<file path="src/rtl/otter_pkg.sv">
`default_nettype none
// ============================================================================
// Package : otter_pkg
// Purpose : Shared types and constants for the execute-operand stage and the
//           ALU it feeds.
//           - alu_fun_t   : 5-bit ALU operation encoding
//           - srcA_sel_t  : ALU A-operand select (rs1 / pc / zero)
//           - srcB_sel_t  : ALU B-operand select (rs2 / imm)
//           - XLEN, REG_AW: datapath and register-address widths
// Revision: 1.0 - initial release
// ============================================================================
package otter_pkg;

  localparam int XLEN   = 32;
  localparam int REG_AW = 5;

  typedef enum logic [4:0] {
    ALU_ADD  = 5'b00000,
    ALU_SLL  = 5'b00001,
    ALU_SLT  = 5'b00010,
    ALU_SLTU = 5'b00011,
    ALU_XOR  = 5'b00100,
    ALU_SRL  = 5'b00101,
    ALU_OR   = 5'b00110,
    ALU_AND  = 5'b00111,
    ALU_SUB  = 5'b01000,
    ALU_LUI  = 5'b01001,
    ALU_SRA  = 5'b01101
  } alu_fun_t;

  // Encoding 3 is unused and behaves like SRCA_ZERO.
  typedef enum logic [1:0] {
    SRCA_RS1  = 2'd0,
    SRCA_PC   = 2'd1,
    SRCA_ZERO = 2'd2
  } srcA_sel_t;

  typedef enum logic [0:0] {
    SRCB_RS2 = 1'b0,
    SRCB_IMM = 1'b1
  } srcB_sel_t;

endpackage : otter_pkg
`default_nettype wire

</file>
<file path="src/rtl/ex_operand_stage_if.sv">
`default_nettype none
// ============================================================================
// Interface: ex_operand_stage_if
// Purpose  : Bundles the decode-side fields, control, bypass ports and the
//            execute-side results of the operand stage.
//            slave  : the operand stage (consumes ID/bypass, drives EX side)
//            master : the surrounding pipeline (drives ID/bypass, reads EX)
// Revision : 1.0 - initial release
// ============================================================================
interface ex_operand_stage_if;
  import otter_pkg::*;

  // decode slot
  logic              id_valid;
  logic [4:0]        id_alu_fun;
  logic [1:0]        id_srcA_sel;
  logic              id_srcB_sel;
  logic [REG_AW-1:0] id_rs1_addr;
  logic [REG_AW-1:0] id_rs2_addr;
  logic [XLEN-1:0]   id_rs1_data;
  logic [XLEN-1:0]   id_rs2_data;
  logic [XLEN-1:0]   id_imm;
  logic [XLEN-1:0]   id_pc;
  logic [REG_AW-1:0] id_rd_addr;
  logic              id_reg_write;
  logic              id_mem_read;
  // pipeline control
  logic              flush;
  logic              hold;
  // bypass sources
  logic [REG_AW-1:0] exmem_rd;
  logic              exmem_wr;
  logic [XLEN-1:0]   exmem_result;
  logic [REG_AW-1:0] memwb_rd;
  logic              memwb_wr;
  logic [XLEN-1:0]   memwb_data;
  // execute side
  logic              ex_valid;
  logic [4:0]        alu_fun;
  logic [XLEN-1:0]   srcA;
  logic [XLEN-1:0]   srcB;
  logic [XLEN-1:0]   ex_rs2_fwd;
  logic [REG_AW-1:0] ex_rd_addr;
  logic              ex_reg_write;
  logic              ex_mem_read;
  logic [XLEN-1:0]   ex_pc;
  logic              stall_id;

  modport slave (
    input  id_valid, id_alu_fun, id_srcA_sel, id_srcB_sel,
           id_rs1_addr, id_rs2_addr, id_rs1_data, id_rs2_data,
           id_imm, id_pc, id_rd_addr, id_reg_write, id_mem_read,
           flush, hold,
           exmem_rd, exmem_wr, exmem_result,
           memwb_rd, memwb_wr, memwb_data,
    output ex_valid, alu_fun, srcA, srcB, ex_rs2_fwd, ex_rd_addr,
           ex_reg_write, ex_mem_read, ex_pc, stall_id
  );

  modport master (
    output id_valid, id_alu_fun, id_srcA_sel, id_srcB_sel,
           id_rs1_addr, id_rs2_addr, id_rs1_data, id_rs2_data,
           id_imm, id_pc, id_rd_addr, id_reg_write, id_mem_read,
           flush, hold,
           exmem_rd, exmem_wr, exmem_result,
           memwb_rd, memwb_wr, memwb_data,
    input  ex_valid, alu_fun, srcA, srcB, ex_rs2_fwd, ex_rd_addr,
           ex_reg_write, ex_mem_read, ex_pc, stall_id
  );

endinterface : ex_operand_stage_if
`default_nettype wire

</file>
<file path="src/rtl/fwd_mux.sv">
`default_nettype none
// ============================================================================
// Module  : fwd_mux
// Purpose : Resolves one source operand against the EX/MEM and MEM/WB bypass
//           ports. EX/MEM is younger and wins; x0 is never bypassed.
// Ports   : i_rs_addr/i_rs_data        registered source index and data
//           i_exmem_rd/_wr/_result     EX/MEM bypass port
//           i_memwb_rd/_wr/_data       MEM/WB bypass port
//           o_fwd                      resolved operand
// Revision: 1.0 - initial release
// ============================================================================
module fwd_mux
  import otter_pkg::*;
(
  input  wire logic [REG_AW-1:0] i_rs_addr,
  input  wire logic [XLEN-1:0]   i_rs_data,
  input  wire logic [REG_AW-1:0] i_exmem_rd,
  input  wire logic              i_exmem_wr,
  input  wire logic [XLEN-1:0]   i_exmem_result,
  input  wire logic [REG_AW-1:0] i_memwb_rd,
  input  wire logic              i_memwb_wr,
  input  wire logic [XLEN-1:0]   i_memwb_data,
  output logic      [XLEN-1:0]   o_fwd
);

  logic w_rs_nonzero;
  logic w_hit_exmem;
  logic w_hit_memwb;

  assign w_rs_nonzero = (i_rs_addr != '0);
  assign w_hit_exmem  = i_exmem_wr & (i_exmem_rd == i_rs_addr) & w_rs_nonzero;
  assign w_hit_memwb  = i_memwb_wr & (i_memwb_rd == i_rs_addr) & w_rs_nonzero;

  always_comb begin
    o_fwd = i_rs_data;
    if (w_hit_exmem)
      o_fwd = i_exmem_result;
    else if (w_hit_memwb)
      o_fwd = i_memwb_data;
  end

endmodule : fwd_mux
`default_nettype wire

</file>
<file path="src/rtl/ex_operand_stage.sv">
`default_nettype none
// ============================================================================
// Module  : ex_operand_stage
// Purpose : ID/EX pipeline register with operand forwarding and load-use
//           hazard detection. Drives srcA/srcB/alu_fun into the execute ALU
//           and raises stall_id to freeze IF/ID while a bubble is inserted.
// Ports   : clk    - clock, rising edge
//           rst_n  - synchronous reset, active-low
//           bus    - ex_operand_stage_if.slave: decode fields, flush/hold,
//                    EX/MEM and MEM/WB bypass ports in; EX-side operands,
//                    control and stall_id out
// Revision: 1.0 - initial release
// ============================================================================
module ex_operand_stage
  import otter_pkg::*;
#(
  parameter logic [4:0] NOP_FUN = ALU_ADD
) (
  input wire logic          clk,
  input wire logic          rst_n,
  ex_operand_stage_if.slave bus
);

  // ID/EX register
  logic              r_valid;
  logic [4:0]        r_alu_fun;
  logic [1:0]        r_srcA_sel;
  logic              r_srcB_sel;
  logic [REG_AW-1:0] r_rs1_addr;
  logic [REG_AW-1:0] r_rs2_addr;
  logic [XLEN-1:0]   r_rs1_data;
  logic [XLEN-1:0]   r_rs2_data;
  logic [XLEN-1:0]   r_imm;
  logic [XLEN-1:0]   r_pc;
  logic [REG_AW-1:0] r_rd_addr;
  logic              r_reg_write;
  logic              r_mem_read;

  logic              w_ex_mem_read;
  logic              w_stall;
  logic [XLEN-1:0]   w_fwd_rs1;
  logic [XLEN-1:0]   w_fwd_rs2;

  assign w_ex_mem_read = r_valid & r_mem_read;

  // Load in EX whose destination is read by the ID instruction. rs1 only
  // matters when srcA actually uses it; rs2 always matters because it is
  // also the store-data path.
  assign w_stall = ~bus.flush & bus.id_valid & w_ex_mem_read
                 & (r_rd_addr != '0)
                 & (((r_rd_addr == bus.id_rs1_addr) & (bus.id_srcA_sel == SRCA_RS1))
                    | (r_rd_addr == bus.id_rs2_addr));

  always_ff @(posedge clk) begin
    if (!rst_n) begin
      r_valid     <= 1'b0;
      r_alu_fun   <= '0;
      r_srcA_sel  <= '0;
      r_srcB_sel  <= 1'b0;
      r_rs1_addr  <= '0;
      r_rs2_addr  <= '0;
      r_rs1_data  <= '0;
      r_rs2_data  <= '0;
      r_imm       <= '0;
      r_pc        <= '0;
      r_rd_addr   <= '0;
      r_reg_write <= 1'b0;
      r_mem_read  <= 1'b0;
    end else if (bus.flush) begin
      r_valid <= 1'b0;
    end else if (bus.hold) begin
      // freeze every field
    end else if (w_stall) begin
      // Bubble; clearing valid also clears the gated mem_read, so the
      // stall cannot persist past one cycle.
      r_valid <= 1'b0;
    end else begin
      r_valid     <= bus.id_valid;
      r_alu_fun   <= bus.id_alu_fun;
      r_srcA_sel  <= bus.id_srcA_sel;
      r_srcB_sel  <= bus.id_srcB_sel;
      r_rs1_addr  <= bus.id_rs1_addr;
      r_rs2_addr  <= bus.id_rs2_addr;
      r_rs1_data  <= bus.id_rs1_data;
      r_rs2_data  <= bus.id_rs2_data;
      r_imm       <= bus.id_imm;
      r_pc        <= bus.id_pc;
      r_rd_addr   <= bus.id_rd_addr;
      r_reg_write <= bus.id_reg_write;
      r_mem_read  <= bus.id_mem_read;
    end
  end

  fwd_mux u_fwd_rs1 (
    .i_rs_addr      (r_rs1_addr),
    .i_rs_data      (r_rs1_data),
    .i_exmem_rd     (bus.exmem_rd),
    .i_exmem_wr     (bus.exmem_wr),
    .i_exmem_result (bus.exmem_result),
    .i_memwb_rd     (bus.memwb_rd),
    .i_memwb_wr     (bus.memwb_wr),
    .i_memwb_data   (bus.memwb_data),
    .o_fwd          (w_fwd_rs1)
  );

  fwd_mux u_fwd_rs2 (
    .i_rs_addr      (r_rs2_addr),
    .i_rs_data      (r_rs2_data),
    .i_exmem_rd     (bus.exmem_rd),
    .i_exmem_wr     (bus.exmem_wr),
    .i_exmem_result (bus.exmem_result),
    .i_memwb_rd     (bus.memwb_rd),
    .i_memwb_wr     (bus.memwb_wr),
    .i_memwb_data   (bus.memwb_data),
    .o_fwd          (w_fwd_rs2)
  );

  always_comb begin
    bus.srcA = '0;
    case (r_srcA_sel)
      SRCA_RS1: bus.srcA = w_fwd_rs1;
      SRCA_PC:  bus.srcA = r_pc;
      default:  bus.srcA = '0;
    endcase
  end

  assign bus.srcB         = (r_srcB_sel == SRCB_IMM) ? r_imm : w_fwd_rs2;
  assign bus.ex_rs2_fwd   = w_fwd_rs2;
  assign bus.ex_valid     = r_valid;
  assign bus.alu_fun      = r_valid ? r_alu_fun : NOP_FUN;
  assign bus.ex_rd_addr   = r_rd_addr;
  assign bus.ex_reg_write = r_valid & r_reg_write;
  assign bus.ex_mem_read  = w_ex_mem_read;
  assign bus.ex_pc        = r_pc;
  assign bus.stall_id     = w_stall;

endmodule : ex_operand_stage
`default_nettype wire

</file>
<file path="src/flat_wrapper.sv">
// flat-port wrapper written by rule: the top's interface ports become plain ports
module ex_operand_stage_flat import otter_pkg::*;
#(
  parameter logic [4:0] NOP_FUN = ALU_ADD
)
  (clk, rst_n, bus_id_valid, bus_id_alu_fun, bus_id_srcA_sel, bus_id_srcB_sel, bus_id_rs1_addr, bus_id_rs2_addr, bus_id_rs1_data, bus_id_rs2_data, bus_id_imm, bus_id_pc, bus_id_rd_addr, bus_id_reg_write, bus_id_mem_read, bus_flush, bus_hold, bus_exmem_rd, bus_exmem_wr, bus_exmem_result, bus_memwb_rd, bus_memwb_wr, bus_memwb_data, bus_ex_valid, bus_alu_fun, bus_srcA, bus_srcB, bus_ex_rs2_fwd, bus_ex_rd_addr, bus_ex_reg_write, bus_ex_mem_read, bus_ex_pc, bus_stall_id);
  ex_operand_stage_if bus_i ();
  input wire logic clk;
  input wire logic rst_n;
  input wire logic [$bits(bus_i.id_valid)-1:0] bus_id_valid;
  input wire logic [$bits(bus_i.id_alu_fun)-1:0] bus_id_alu_fun;
  input wire logic [$bits(bus_i.id_srcA_sel)-1:0] bus_id_srcA_sel;
  input wire logic [$bits(bus_i.id_srcB_sel)-1:0] bus_id_srcB_sel;
  input wire logic [$bits(bus_i.id_rs1_addr)-1:0] bus_id_rs1_addr;
  input wire logic [$bits(bus_i.id_rs2_addr)-1:0] bus_id_rs2_addr;
  input wire logic [$bits(bus_i.id_rs1_data)-1:0] bus_id_rs1_data;
  input wire logic [$bits(bus_i.id_rs2_data)-1:0] bus_id_rs2_data;
  input wire logic [$bits(bus_i.id_imm)-1:0] bus_id_imm;
  input wire logic [$bits(bus_i.id_pc)-1:0] bus_id_pc;
  input wire logic [$bits(bus_i.id_rd_addr)-1:0] bus_id_rd_addr;
  input wire logic [$bits(bus_i.id_reg_write)-1:0] bus_id_reg_write;
  input wire logic [$bits(bus_i.id_mem_read)-1:0] bus_id_mem_read;
  input wire logic [$bits(bus_i.flush)-1:0] bus_flush;
  input wire logic [$bits(bus_i.hold)-1:0] bus_hold;
  input wire logic [$bits(bus_i.exmem_rd)-1:0] bus_exmem_rd;
  input wire logic [$bits(bus_i.exmem_wr)-1:0] bus_exmem_wr;
  input wire logic [$bits(bus_i.exmem_result)-1:0] bus_exmem_result;
  input wire logic [$bits(bus_i.memwb_rd)-1:0] bus_memwb_rd;
  input wire logic [$bits(bus_i.memwb_wr)-1:0] bus_memwb_wr;
  input wire logic [$bits(bus_i.memwb_data)-1:0] bus_memwb_data;
  output wire logic [$bits(bus_i.ex_valid)-1:0] bus_ex_valid;
  output wire logic [$bits(bus_i.alu_fun)-1:0] bus_alu_fun;
  output wire logic [$bits(bus_i.srcA)-1:0] bus_srcA;
  output wire logic [$bits(bus_i.srcB)-1:0] bus_srcB;
  output wire logic [$bits(bus_i.ex_rs2_fwd)-1:0] bus_ex_rs2_fwd;
  output wire logic [$bits(bus_i.ex_rd_addr)-1:0] bus_ex_rd_addr;
  output wire logic [$bits(bus_i.ex_reg_write)-1:0] bus_ex_reg_write;
  output wire logic [$bits(bus_i.ex_mem_read)-1:0] bus_ex_mem_read;
  output wire logic [$bits(bus_i.ex_pc)-1:0] bus_ex_pc;
  output wire logic [$bits(bus_i.stall_id)-1:0] bus_stall_id;
  assign bus_i.id_valid = bus_id_valid;
  assign bus_i.id_alu_fun = bus_id_alu_fun;
  assign bus_i.id_srcA_sel = bus_id_srcA_sel;
  assign bus_i.id_srcB_sel = bus_id_srcB_sel;
  assign bus_i.id_rs1_addr = bus_id_rs1_addr;
  assign bus_i.id_rs2_addr = bus_id_rs2_addr;
  assign bus_i.id_rs1_data = bus_id_rs1_data;
  assign bus_i.id_rs2_data = bus_id_rs2_data;
  assign bus_i.id_imm = bus_id_imm;
  assign bus_i.id_pc = bus_id_pc;
  assign bus_i.id_rd_addr = bus_id_rd_addr;
  assign bus_i.id_reg_write = bus_id_reg_write;
  assign bus_i.id_mem_read = bus_id_mem_read;
  assign bus_i.flush = bus_flush;
  assign bus_i.hold = bus_hold;
  assign bus_i.exmem_rd = bus_exmem_rd;
  assign bus_i.exmem_wr = bus_exmem_wr;
  assign bus_i.exmem_result = bus_exmem_result;
  assign bus_i.memwb_rd = bus_memwb_rd;
  assign bus_i.memwb_wr = bus_memwb_wr;
  assign bus_i.memwb_data = bus_memwb_data;
  assign bus_ex_valid = bus_i.ex_valid;
  assign bus_alu_fun = bus_i.alu_fun;
  assign bus_srcA = bus_i.srcA;
  assign bus_srcB = bus_i.srcB;
  assign bus_ex_rs2_fwd = bus_i.ex_rs2_fwd;
  assign bus_ex_rd_addr = bus_i.ex_rd_addr;
  assign bus_ex_reg_write = bus_i.ex_reg_write;
  assign bus_ex_mem_read = bus_i.ex_mem_read;
  assign bus_ex_pc = bus_i.ex_pc;
  assign bus_stall_id = bus_i.stall_id;
  ex_operand_stage #(.NOP_FUN(NOP_FUN)) u_core (.clk(clk), .rst_n(rst_n), .bus(bus_i));
endmodule
</file>
<file path="config.mk">
export PLATFORM = sky130hd
export DESIGN_NAME = ex_operand_stage_flat
export DESIGN_NICKNAME = d
export VERILOG_FILES = /design/src/rtl/otter_pkg.sv /design/src/rtl/ex_operand_stage_if.sv /design/src/rtl/fwd_mux.sv /design/src/rtl/ex_operand_stage.sv /design/src/flat_wrapper.sv
export SDC_FILE = /design/constraint.sdc
export NUM_CORES = 1
export LEC_CHECK = 0
export CAP_MARGIN = 20
export CORE_ASPECT_RATIO = 1.1
export CORE_MARGIN = 10
export CORE_UTILIZATION = 48
export CTS_CLUSTER_SIZE = 10
export DETAILED_ROUTE_END_ITERATION = 7
export PLACE_DENSITY_LB_ADDON = 0.12
export SYNTH_ARGS = -nofsm -noshare
export SYNTH_HDL_FRONTEND = slang
export SYNTH_SLANG_ARGS = --single-unit
</file>
<file path="constraint.sdc">
create_clock -name clk -period 2.87 [get_ports clk]
set_clock_uncertainty 0.15 [all_clocks]
set_input_delay 0.4305 -clock clk [delete_from_list [all_inputs] [get_ports clk]]
set_output_delay 0.4305 -clock clk [all_outputs]
set_load 0.05 [all_outputs]
</file>
==> results.json, run 1 <==
{
  "ys_seq_area_share_pct": 26.38,
  "synthArstFlopShare_pct": 0,
  "cts.path.max_buffers": 2,
  "start_util_pct": 49.02,
  "synth-seq-cells": 154,
  "path_buf_inv": 5,
  "violations": "DRC, setup timing",
  "setup_viol_count_final": 96,
  "die_area_um2": 31000,
  "slowest_delay_ns": 0.41,
  "final_hold_viol_count": 0,
  "grt_overflow": 0,
  "core-area_um2": 23840,
  "grt_max_degree": 125,
  "clkTransAtPathRegs_ns": 0.07,
  "core.rowCount": 59,
  "crit_fanout": 6,
  "r2r_end": "u_core.r_rs1_data[22]",
  "yosys.cell_types.count": 35,
  "synth.most_common_cell": "nand4_1",
  "required_ns": 2.29,
  "grt_pass1_vias": 14510,
  "synth_top_area_share_pct": 26.38,
  "min_to": "u_core.r_alu_fun[4]",
  "rrSetupSlack_ns": 0.44,
  "die_y_um": 183.7,
  "drt-initial-drc-count": 2577,
  "routabilityCongestion": 1.007,
  "synthCells": 1534,
  "post_drt_wl_per_cell_um": 28.72,
  "fin_cells": 2168,
  "powerDensity_nw_per_um2": 452.5,
  "fillers": 1511,
  "drt-pass1-iter-count": 8,
  "end_kind": "primary output",
  "rsz0062_at_grt": "yes",
  "root_buffer": "clkbuf_16",
  "layout.nets": 2051,
  "cts_max_level": 4,
  "path_delay_family": "buffers and inverters",
  "ios": 376,
  "timing.max_cap.violations": 0,
  "startpoint": "u_core.r_rs2_addr[1]",
  "power_leakage_nw": 6.598,
  "grt_pass1_wl_mm": 88.93,
  "ir_worst_vdd_mv": 0.4602,
  "synth.top_cells.by_count": "nand4_1 (461), clkbuf_1 (171), nand3_1 (155), dfxtp_1 (154), nand4b_1 (154)",
  "cts_made_buffers": 17,
  "crit_type": "reg -> out",
  "multi_input_area_um2": 8820,
  "cts_tree": "built",
  "ant_nets": 0,
  "clock_latency_ns": 0.44,
  "drive_gt1_share_pct": 22.57,
  "drcViolationCount": 2,
  "areaGrowthSynthToFinish_pct": 62.71,
  "worstRegToRegCells": 6,
  "start_kind": "register",
  "syn-num-nets": 1768,
  "dp_cells": 2090,
  "dpl.hpwl_mm": 41.61,
  "synth-edff-count": 0,
  "fmax_ghz": 0.3047,
  "die_w_um": 168.8,
  "synth_area_leader_cell": "dfxtp_1",
  "placed_area_um2": 16650,
  "vias": 15680,
  "fin_crit_sh_pct": 114.4,
  "drt-vias-per-instance": 7.233,
  "drv_slew": 0,
  "grt_usage_pct": 36.14,
  "cts_num_sinks": 154,
  "slew_headroom_pct": 50.49,
  "status": "complete, but fails checks",
  "p_total_mw": 8.605,
  "worst_slew_pin_slew_ns": 0.7426,
  "register_area_um2": 3104,
  "critPathSlowestCell": "a221oi_2",
  "worstPathArrival_ns": 2.70,
  "fin_crit_ns": 3.282,
  "r2r_start": "u_core.bus.ex_rd_addr[2]",
  "syn_area_um2": 11690,
  "routed_wl_mm": 62.26,
  "postSynthAreaPerCell_um2": 7.619,
  "finalWorstSetupSlack_ns": -0.4121,
  "final_area_um2": 19020,
  "port_buffers": 375,
  "min_from": "rst_n",
  "holdBufCountCts": 0,
  "synthFlopType": "dfxtp_1",
  "antenna_found_initial": 32,
  "min_path_cells": 3,
  "fin_hold_ws_ns": 0.3156,
  "ys_warn_count": 0,
  "crit_top_cell": "buf_6",
  "synth.area.top_cells": "dfxtp_1 (26%), nand4_1 (25%), nand4b_1 (12%)",
  "worstPathCellList": "buf_4 > xnor2_2 > nand3_2 > a211oi_4 > buf_6 > buf_12 > buf_16 > mux2i_4 > a221oi_2 > buf_6",
  "hold_class": "in -> reg"
}
==> how the worst max path moves through the flow <==
stage	end	slack, ns	depth (start not counted)
after detailed placement	bus_ex_rs2_fwd[20]	-0.33	9
after global placement	bus_ex_rs2_fwd[20]	-0.29	8
after global routing	bus_srcB[11]	-0.43	10
after CTS	bus_srcB[28]	-0.19	9
final	bus_srcB[11]	-0.41	10
after floorplan	bus_ex_rs2_fwd[21]	-0.07	6
==> registers in the layout, indices dropped and copies added, names as in the netlist, 2 cells and up <==
register and cells:
u_core.r_rs2_addr 5, u_core.r_srcA_sel 2, u_core.bus.ex_pc 32, u_core.r_alu_fun 5
u_core.r_rs2_data 32, u_core.bus.ex_rd_addr 5, u_core.r_rs1_addr 5, u_core.r_imm 32
u_core.r_rs1_data 32
==> worst reg2reg max path: cells and delay by family, from the launching register on <==
family / cells / cell delay, ns
AND/OR/NAND/NOR: 3 / 0.46
XOR/XNOR: 1 / 0.19
buffers and inverters: 1 / 0.65
flip-flops: 1 / 0.53
AO/OA/AOI/OAI: 1 / 0.33
==> per-stage QoR <==
step                      setup WS (ns)  util, %  setup TNS (ns)
final                           -0.4121    79.76          -22.36
after global routing            -0.4304    79.72          -27.29
after CTS                       -0.1887    78.04          -12.32
after detailed placement        -0.3253    69.81          -18.37
after global placement          -0.2895    69.81          -15.41
after floorplan                -0.06743        -          -2.004
==> metal layers <==
metal / track usage [%] / vias to the layer above / part of all wire [%]
met3: 11.12 / 251 / 13
met5: 0 / - / 0.021
met1: 43.10 / 7425 / 35
li1: - / 6743 / -
met4: 24.04 / 2 / 7.4
met2: 55.00 / 1261 / 44
==> timing repair <==
| item | 4_1_cts | 5_1_grt |
|---|---|---|
| endpoints found under the setup margin | 96 | 96 |
| endpoints found under the hold margin | 0 | 0 |
| buffers inserted | 10 | 4 |
| pin swaps | 60 | 17 |
| resized for setup | 210 | 40 |
| gates cloned | 7 | 1 |
==> cell families (layout without fill, tap and decap cells) <==
group / Yosys count / in the layout / share of synthesized area [%]
flops: 154 / 154 / 26.38
compound gates: 103 / 103 / 8.329
simple gates: 900 / 900 / 48.01
mux: 64 / 64 / 5.481
xor+xnor: 28 / 28 / 2.098
other cells: 0 / 33 / 0
buf+inv: 285 / 581 / 9.699
==> placed cells by master, fill, tap and decap left out, drive strengths merged, types with 33 or more instances in the layout <==
cell and n:
nand2 37, buf 206, inv 74, nor2 37
dfxtp 154, nand4 461, diode 33, mux2i 64
clkdlybuf4s50 273, nor3 36, nand3 155, nand4b 154
==> where the power goes <==
part	internal [mW]	switching, mW	total [mW]
combinational	1.54	2.06	3.61
clock	1.32	1.10	2.42
sequential	2.33	0.251	2.58
==> final cells by class <==
type	count	share of cell area (%)
Antenna cell	33	0.4342
Clock buffer	17	2.237
Clock inverter	15	0.9277
Inverter	64	1.263
Multi-Input combinational cell	1095	46.38
Sequential cell	154	16.32
Tap cell	305	2.007
Timing Repair Buffer	485	30.43
(Power assumes the default switching activity.)
==> run 2, diff against run 1 <==
CORE_UTILIZATION = 51   (was 48)
MAX_ROUTING_LAYER = met4   (was not set)
clock period = 3.9 ns   (was 2.87 ns; I/O delays follow)
==> run 2 against run 1 <==
The run now ends clean. Via count fell by 6.9%. Utilization fell by 5.0 points. Worst setup slack improved by 0.69 ns. Clock power fell by 28%. Sequential share of layout area rose by 1.9 points. Cell area fell by 11%. Clock-buffer cell count rose by 1. Critical endpoint is now bus_srcB[25].
==> results.json, run 2 (synthesis results as in run 1) <==
{
  "final_hold_viol_count": 0,
  "fillers": 1736,
  "drt-initial-drc-count": 2025,
  "final_area_um2": 16970,
  "path_delay_family": "buffers and inverters",
  "met2_length_mm": 24.80,
  "netSwitchingFraction_pct": 38.72,
  "layout.nets": 1975,
  "ant_nets": 0,
  "grt_pass1_wl_mm": 79.92,
  "rsz0062_at_grt": "no",
  "core.rowCount": 58,
  "fmax_ghz": 0.2762,
  "cts_resized": 0,
  "worst_slew_pin_slew_ns": 1.326,
  "die_area_um2": 29380,
  "intPower_mw": 3.678,
  "critPathSlowestCell": "buf_4",
  "routabilityCongestion": 0.9108,
  "holdBufCountCts": 0,
  "drive_gt1_share_pct": 11.74,
  "grt_usage_pct": 35.63,
  "areaGrowthSynthToFinish_pct": 45.21,
  "hold_class": "reg -> reg",
  "slew_headroom_pct": 11.61,
  "post_drt_wl_per_cell_um": 26.02,
  "tns_ns": 0,
  "timing.max_cap.violations": 0,
  "fin_crit_ns": 3.621,
  "dr_wl_met3_mm": 6.073,
  "required_ns": 3.16,
  "path_buf_inv": 3,
  "root_buffer": "clkbuf_16",
  "antenna_found_initial": 22,
  "crit_fanout": 54,
  "routed_wl_mm": 54.07,
  "clkTransAtPathRegs_ns": 0.07,
  "final_common_cell": "nand4_1",
  "setup_viol_count_final": 0,
  "end_kind": "primary output",
  "pwr-share-seq_pct": 31.4,
  "port_buffers": 375,
  "cts_tree": "built",
  "power_leakage_nw": 5.772,
  "combPwrFrac_pct": 39.6,
  "worstPathArrival_ns": 2.89,
  "cts_setup_buffers": 0,
  "cts_made_buffers": 17,
  "finalCoreUtilization_pct": 74.72,
  "pwr-share-clk_pct": 29.0,
  "drt-pass1-iter-count": 8,
  "highest_layer": "met4",
  "cts_num_sinks": 154,
  "p_switching_mw": 2.324,
  "vias": 14600,
  "drcViolationCount": 0,
  "grt_overflow": 0,
  "cts_max_level": 4,
  "clock_latency_ns": 0.45,
  "register_area_um2": 3087,
  "grt_pass1_vias": 13230,
  "die_w_um": 164.3,
  "start_util_pct": 51.45,
  "worstPathCellList": "nor4_1 > o21ai_0 > buf_4 > nand3_4 > buf_4 > nor3_1 > a221oi_2 > buf_12",
  "powerDensity_nw_per_um2": 353.6,
  "drt-vias-per-instance": 7.025,
  "crit_top_cell": "buf_4",
  "ir_worst_vdd_mv": 0.3355,
  "fin_crit_sh_pct": 92.85,
  "start_kind": "register",
  "core-area_um2": 22710,
  "wl_met1_mm": 20.64,
  "p_total_mw": 6.001,
  "ios": 376,
  "grt_max_degree": 307,
  "die_y_um": 178.8,
  "layout_common_cells": "nand4_1 (461), clkdlybuf4s50_1 (278), nand3_1 (154), nand4b_1 (154), dfxtp_1 (153)",
  "crit_type": "reg -> out",
  "multi_input_area_um2": 7532,
  "slowest_delay_ns": 0.47,
  "placed_area_um2": 16310,
  "status": "completed",
  "cts.path.max_buffers": 2,
  "drv_slew": 0,
  "dpl.hpwl_mm": 38.06
}
## run 2: cell count changes in the layout (fill, tap and decap cells not counted), sizes merged, moves of 2 or more
| cell | change |
|---|---|
| buf | -75 |
| diode | -9 |
| clkdlybuf4s50 | +5 |
| dlygate4sd2 | -3 |
| inv | -2 |
## run 2: final timing paths
kind,startpoint,end,slack [ns],depth (start not counted)
setup / recovery,u_core.r_rs2_addr[0],bus_srcB[25],0.28,8
hold / removal,u_core.r_rs1_data[24],u_core.r_rs1_data[24],0.37,2
setup reg to reg,u_core.bus.ex_rd_addr[3],u_core.r_rs2_data[22],1.09,7
hold reg to reg,u_core.r_rs1_data[24],u_core.r_rs1_data[24],0.37,2
## run 2: layer usage
layer  GRT usage [%]  vias to the layer above
met5               -                        -
met2           52.36                      974
met4           19.11                        0
met3           9.646                      133
met1           43.72                     6933
li1                -                     6558
## run 2: through the flow
step | worst slack, ns | hold slack [ns] | cells
finish | 0.2790 | 0.3733 | 2078
global route | 0.1008 | 0.3971 | 2075
CTS | 0.2929 | 0.3729 | 2054
detailed placement | 0.3474 | 0.3623 | 2022
global placement | 0.3843 | 0.3481 | 2022
floorplan | 0.3964 | 0.3343 | 1534
## run 2: layout make-up
class	count	area share [%]
tap	300	2.212
inverter	64	1.416
sequential	154	18.19
multi-input combinational	1095	44.38
clock inverter	14	0.8921
antenna	24	0.3539
clock buffer	18	2.654
timing repair buffer	409	29.90
## run 2: power by group through the flow
stage / Clock (mW) / Sequential, mW / Combinational (mW)
after floorplan: 0 / 1.96 / 1.11
after global placement: 0 / 1.90 / 2.32
after detailed placement: 0 / 1.91 / 2.35
after CTS: 1.74 / 1.88 / 2.36
after global routing: 1.81 / 1.90 / 2.47
final: 1.74 / 1.89 / 2.37
## run 2: tightest hold or removal path, delay by kind of cell (launching register included)
family	cells	cell delay, ns
flops	1	0.32
simple gates	2	0.15
